===== config.mk =====
export PLATFORM = sky130hd
export DESIGN_NAME = pipe_ctrl
export DESIGN_NICKNAME = d
export VERILOG_FILES = /design/src/rtl/pipe_ctrl.sv
export SDC_FILE = /design/constraint.sdc
export NUM_CORES = 1
export LEC_CHECK = 0
export ABC_AREA = 1
export BUFFER_PORTS_ARGS = -buffer_cell sky130_fd_sc_hd__clkbuf_2
export CORE_UTILIZATION = 45
export DETAILED_ROUTE_END_ITERATION = 10
export GPL_ROUTABILITY_DRIVEN = 0
export GPL_TIMING_DRIVEN = 0
export PLACE_DENSITY = 0.78
export SETUP_SLACK_MARGIN = 0.15
export SLEW_MARGIN = 20
export SYNTH_ARGS = -nofsm -noshare
export SYNTH_HDL_FRONTEND = slang
export SYNTH_SLANG_ARGS = --single-unit

===== constraint.sdc =====
create_clock -name clk -period 4.1 [get_ports clk]
set_clock_uncertainty 0.1 [all_clocks]
set_input_delay 0.41 -clock clk [delete_from_list [all_inputs] [get_ports clk]]
set_output_delay 0.41 -clock clk [all_outputs]
set_load 0.02 [all_outputs]

===== src/rtl/pipe_ctrl.sv =====
// Pipeline control: builds the per-stage stall vector, counts multi-cycle EX ops,
// detects load-use hazards and sequences (possibly deferred) branch redirects.
module pipe_ctrl #(
  parameter int unsigned MC_CYCLES = 4,
  parameter int unsigned PC_W      = 32
) (
  input  logic            clk,
  input  logic            rst,
  input  logic            if_wait_i,
  input  logic            mem_wait_i,
  input  logic            ex_is_load_i,
  input  logic            ex_wreg_i,
  input  logic [4:0]      ex_rd_addr_i,
  input  logic            id_rs1_read_i,
  input  logic [4:0]      id_rs1_addr_i,
  input  logic            id_rs2_read_i,
  input  logic [4:0]      id_rs2_addr_i,
  input  logic            ex_mc_start_i,
  input  logic            branch_taken_i,
  input  logic [PC_W-1:0] branch_target_i,
  output logic [5:0]      stall_o,
  output logic            flush_o,
  output logic [PC_W-1:0] new_pc_o,
  output logic            mc_done_o
);

  localparam int unsigned CNT_W = $clog2(MC_CYCLES);

  localparam logic S_IDLE    = 1'b0;
  localparam logic S_MC_BUSY = 1'b1;

  logic             r_state;
  logic [CNT_W-1:0] r_count;
  logic             r_pend;
  logic [PC_W-1:0]  r_pend_pc;

  logic             w_lu;
  logic             w_mc_done;
  logic             w_mc_req;
  logic             w_ex_stall;
  logic             w_flush;
  logic [5:0]       w_stall;
  logic [PC_W-1:0]  w_new_pc;

  always_comb begin
    w_lu = ex_is_load_i && ex_wreg_i && (ex_rd_addr_i != 5'd0) &&
           ((id_rs1_read_i && (id_rs1_addr_i == ex_rd_addr_i)) ||
            (id_rs2_read_i && (id_rs2_addr_i == ex_rd_addr_i)));

    w_mc_done = (r_state == S_MC_BUSY) && (r_count == CNT_W'(1)) && !mem_wait_i;
    w_mc_req  = ((r_state == S_IDLE) && ex_mc_start_i) ||
                ((r_state == S_MC_BUSY) && !w_mc_done);

    // EX stall is resolved before flush so that flush can mask load-use without a loop.
    w_ex_stall = mem_wait_i || w_mc_req;
    w_flush    = !w_ex_stall && (branch_taken_i || r_pend);

    if (!w_flush)            w_new_pc = '0;
    else if (branch_taken_i) w_new_pc = branch_target_i;
    else                     w_new_pc = r_pend_pc;

    if (mem_wait_i)              w_stall = 6'b011111;
    else if (w_mc_req)           w_stall = 6'b001111;
    else if (w_lu && !w_flush)   w_stall = 6'b000111;
    else if (if_wait_i)          w_stall = 6'b000011;
    else                         w_stall = 6'b000000;
  end

  always_comb begin
    stall_o   = rst ? w_stall   : '0;
    flush_o   = rst ? w_flush   : 1'b0;
    new_pc_o  = rst ? w_new_pc  : '0;
    mc_done_o = rst ? w_mc_done : 1'b0;
  end

  always_ff @(posedge clk or negedge rst) begin
    if (!rst) begin
      r_state <= S_IDLE;
      r_count <= '0;
    end else begin
      case (r_state)
        S_IDLE: begin
          if (ex_mc_start_i) begin
            r_state <= S_MC_BUSY;
            r_count <= CNT_W'(MC_CYCLES - 1);
          end
        end
        default: begin
          if (!mem_wait_i) begin
            r_count <= r_count - CNT_W'(1);
            if (r_count == CNT_W'(1)) r_state <= S_IDLE;
          end
        end
      endcase
    end
  end

  always_ff @(posedge clk or negedge rst) begin
    if (!rst) begin
      r_pend    <= 1'b0;
      r_pend_pc <= '0;
    end else if (branch_taken_i && w_ex_stall) begin
      r_pend    <= 1'b1;
      r_pend_pc <= branch_target_i;
    end else if (w_flush) begin
      r_pend    <= 1'b0;
    end
  end

endmodule


Word-level counts from Yosys, hierarchy flattened
Index checks and enable logic that the tools add are counted.
Word-level totals
  latch bits: 0
  logic and storage cells: 53
  bits in read-only memories: 0
  register bits after elaboration: 36
  memories kept: 0
  output and inout bits: 40
  bits in writable memories: 0
Operators by class
  equality and inequality tests: 4
  magnitude comparators: 0
  shift operators: 0
  divide/modulo/power cells: 0
  mux-type cells: 19
  $mul: 0
  add/sub/neg operators: 1
  reductions and logical operators: 24
  bitwise logic cells: 1
Operator list (number)
  two-way mux 32 bit: 3
  logical AND 1 bit: 12
  two-way mux 6 bit: 2
  == test 5 bit: 2
  two-way mux 1 bit: 8
  two-way mux 2 bit: 4
  nonzero test 5 bit: 1
  zero test 1 bit: 4
  logical OR 1 bit: 4
  two-way mux 4 bit: 1
  nonzero test 2 bit: 2
  two-way mux 3 bit: 1
  == test 2 x 1 -> 1 bit (second input constant): 1
  != test 2 bit (second input constant): 1
  AND reduction 2 bit: 1
  subtractor 2 x 1 -> 2 bit (second input constant): 1
  NOT 1 bit: 1

Logic depth before layout (Yosys ltp)
  depth in word-level cells: 15
  gate-level depth with buffers: 9

Least setup slack after synthesis
Ideal clock, no wire load.
  kind: register to output
  from: register r_count[1]
  to: output new_pc_o[10]
  arrival: 1.629 ns
  path slack: 1.961 ns
  path buffers: 1
  cell stages (with the launch flop): 10
  path through: dfrtp_1 > inv_1 > ha_1 > nand3_2 > o21ai_2 > nand2_4 > nor3_4 > inv_2 > buf_6 > nor2_1
Between the ends
  longest elaborated chain between the ends: 11
RTL lines
  start: declaration: RTL line 33  | logic [CNT_W-1:0] r_count;
  start signal: assignment: RTL line 85  | r_count <= CNT_W'(MC_CYCLES - 1);
  start signal: assignment: RTL line 90  | r_count <= r_count - CNT_W'(1);
  == test 2 x 1 -> 1 bit: RTL line 50  | w_mc_done = (r_state == S_MC_BUSY) && (r_count == CNT_W'(1)) && !mem_wait_i;
  logical AND 1 bit (2 in a row): RTL line 50
  zero test 1 bit: RTL line 52  | ((r_state == S_MC_BUSY) && !w_mc_done);
  logical AND 1 bit: RTL line 52
  logical OR 1 bit: RTL line 51  | w_mc_req = ((r_state == S_IDLE) && ex_mc_start_i) ||
  logical OR 1 bit: RTL line 55  | w_ex_stall = mem_wait_i || w_mc_req;
  zero test 1 bit: RTL line 56  | w_flush = !w_ex_stall && (branch_taken_i || r_pend);
  logical AND 1 bit: RTL line 56
  two-way mux 32 bit: RTL line 58  | if (!w_flush) w_new_pc = '0;
  two-way mux 32 bit: RTL line 72  | new_pc_o = rst ? w_new_pc : '0;
  end: declaration: RTL line 23  | output logic [PC_W-1:0] new_pc_o,
Every way passes these cells.

Worst setup path in the final report
  from: register r_count[1]
  to: output new_pc_o[14]
The elaborated chain is that of the path after synthesis.

==> impl_metrics.json <==
{
  "p_int_w": 0.0007839,
  "r2r-start": "r_count[0]",
  "antenna_found_initial": 0,
  "wl_per_cell_um": 11.42,
  "rr_worst_depth": 7,
  "postCtsSetupBuffers": 0,
  "grt_overflow": 0,
  "violations": "negative hold slack",
  "fillers": 469,
  "grt.total_usage_pct": 21.68,
  "via_per_inst": 4.743,
  "hp-class": "in2async",
  "detail-route-antenna-nets": 0,
  "synth_area_per_cell_um2": 7.379,
  "slew_viol_final": 0,
  "p_switching_w": 0.0003819,
  "hold_viol": 14,
  "worstPathRequired_ns": 3.59,
  "die_x_um": 72.49,
  "maxCapViolations": 0,
  "portBuffers": 95,
  "tritoncts": "yes",
  "reg2reg_slack_ns": 2.43,
  "fin_crit_ns": 2.431,
  "clock_latency_ns": 0.28,
  "hpwl_um": 4042,
  "most-common-layout-cells": "nand2_1 (103), clkbuf_2 (95), nor2_1 (44)",
  "critPathMaxStageDelay_ns": 0.36,
  "finalPower_w": 0.001166,
  "drc": 0,
  "setup_tns_ns": 0,
  "dieArea_mm2": 0.005255,
  "regArea_um2": 900.9,
  "antenna_cells": 0,
  "power_frac_clock_pct": 29.0,
  "maxSlewHeadroom_pct": 65.17,
  "grt_setup_unrepaired": "false",
  "status": "finished with violations",
  "first_pass_iters": 6,
  "place_inst": 465,
  "peakVddDrop_v": 0.0002035,
  "syn_area_mm2": 0.002236,
  "cp.arrival_ns": 1.92,
  "start_util_pct": 47.03,
  "grt_pass1_vias": 2076,
  "totalWireLength_um": 5414,
  "fp.coreArea_mm2": 0.004755,
  "numClockSinks": 36,
  "path_class": "reg2out",
  "whs_ns": -0.01138,
  "grt_max_degree": 42,
  "htreeDepth": 2,
  "rows": 25,
  "cts.clk_slew.worst_paths_ns": 0.07,
  "synth_seq_cells": 36,
  "cp_num_cells": 10,
  "postSynthCellCount": 303,
  "cp_top_family": "simple AND/OR/NAND/NOR gates",
  "cts.path.max_buffers": 2,
  "area_growth_syn_to_layout_pct": 31.90,
  "startpoint": "r_count[1]",
  "cts_root_buffer": "clkbuf_8",
  "min_period_over_period_pct": 59.30,
  "reg2reg_to": "r_pend_pc[6]",
  "syn_nets": 361,
  "multi_input_area_mm2": 0.001142,
  "endpoint_kind": "output pin",
  "worstSetupStartpointType": "flop",
  "preCtsSetupSlack_ns": 1.309,
  "instances_no_fill": 474,
  "pwr-share-seq_pct": 41.1,
  "cts-resized-gates": 0,
  "ctsHoldBuffers": 0,
  "tightestPinTransition_ns": 0.5224,
  "io_pins": 97,
  "final_common_cell": "nand2_1",
  "crit_slowest_cell": "dfrtp_1",
  "fmax_ghz": 0.4113,
  "setup_viol": 0,
  "vias": 2248,
  "yosys_warnings": 0,
  "ys_types": 21,
  "path_buf_inv": 4,
  "grt_pass1_wl_um": 8880,
  "power_leakage_nw": 1.808,
  "drive_above_1_share_pct": 29.98,
  "p_sw_share_pct": 32.76,
  "layout_setup_ws_ns": 1.669,
  "drt_iter0_markers": 115,
  "cellPowerDensity_mw_per_mm2": 395.3,
  "numCtsBuffers": 5,
  "nNetsFinal": 464,
  "power_frac_comb_pct": 29.8,
  "ys_seq_area_share_pct": 40.29,
  "die_h_um": 72.49,
  "crit_chain": "inv_1, ha_1, nand3_2, o21ai_2, nand2_4, nor3_4, inv_2, buf_6, nor2_1, clkbuf_2",
  "cp_max_fo": 10
}
cell families after synthesis:
group	after synthesis	share of synthesized area, %
and+or+nand+nor	187	34.75
buffers and inverters	41	8.618
DFF	36	40.29
muxes	32	14.33
AOI/OAI and AO/OA	5	1.287
adders and majority gates	1	0.5595
other	1	0.1677
sequential cells by signal, indices dropped and copies added (netlist names):
signal	cells
r_count	2
r_pend_pc	32
r_pend	1
r_state	1
worst register-to-register path: stages, from the launching register on:
cell and delay, ns:
dfrtp_1 0.40, ha_1 0.21, nand3_2 0.08, o21ai_2 0.08, nand2_4 0.12, clkbuf_1 0.38, nand3_1 0.14, nand2_1 0.10
cells in the mapped netlist:
cell type | instances | share of area, %
nand4_1 | 2 | 0.56
buf_2 | 7 | 1.6
inv_2 | 2 | 0.34
nor2_1 | 44 | 7.4
nand3_2 | 1 | 0.45
buf_4 | 2 | 0.67
clkbuf_1 | 4 | 0.67
nand2_1 | 103 | 17
o21ai_0 | 2 | 0.45
ha_1 | 1 | 0.56
mux2i_1 | 32 | 14
buf_6 | 3 | 1.5
nor3_4 | 1 | 0.73
inv_1 | 21 | 3.5
nand2_4 | 1 | 0.50
buf_1 | 2 | 0.34
dfrtp_1 | 36 | 40
conb_1 | 1 | 0.17
a21oi_1 | 2 | 0.45
nand3_1 | 35 | 7.8
o21ai_2 | 1 | 0.39
layer usage:
| metal | track usage [%] | up-vias | wire length (um) |
|---|---|---|---|
| met5 | 0 | - | 0 |
| met3 | 3.333 | 9 | 227 |
| met1 | 26.47 | 1023 | 2376 |
| li1 | - | 1156 | - |
| met2 | 37.69 | 60 | 2720 |
| met4 | 9.804 | 0 | 89 |
power groups by stage:
stage | combinational (W) | sequential, W | clock [W]
after CTS | 0.000348 | 0.000479 | 0.000344
final | 0.000348 | 0.000480 | 0.000338
after detailed placement | 0.000348 | 0.000484 | 0
after global routing | 0.000398 | 0.000490 | 0.000360
after global placement | 0.000336 | 0.000482 | 0
after floorplan | 0.000239 | 0.000473 | 0
worst max-delay path by stage:
stage,to
2_1_floorplan,new_pc_o[10]
3_3_place_gp,new_pc_o[14]
3_5_place_dp,new_pc_o[13]
4_1_cts,new_pc_o[13]
5_1_grt,new_pc_o[11]
6_report,new_pc_o[14]
cell type report:
class / count / share of cell area [%]
flip-flops and latches: 36 / 30.55
repair buffers: 96 / 17.06
clock inverters: 1 / 1.018
multi-input cells: 226 / 38.74
well taps: 67 / 2.843
inverters: 23 / 2.927
clock buffers: 7 / 3.267
plain buffers: 18 / 3.606
per-stage QoR:
stage | util, % | cell area [um^2]
after detailed placement | 58.79 | 2795
after CTS | 61.45 | 2922
final | 62.03 | 2949
after floorplan | - | 2236
after global routing | 62.03 | 2949
after global placement | 58.79 | 2795
No activity file was read; power rests on OpenSTA's default activity.
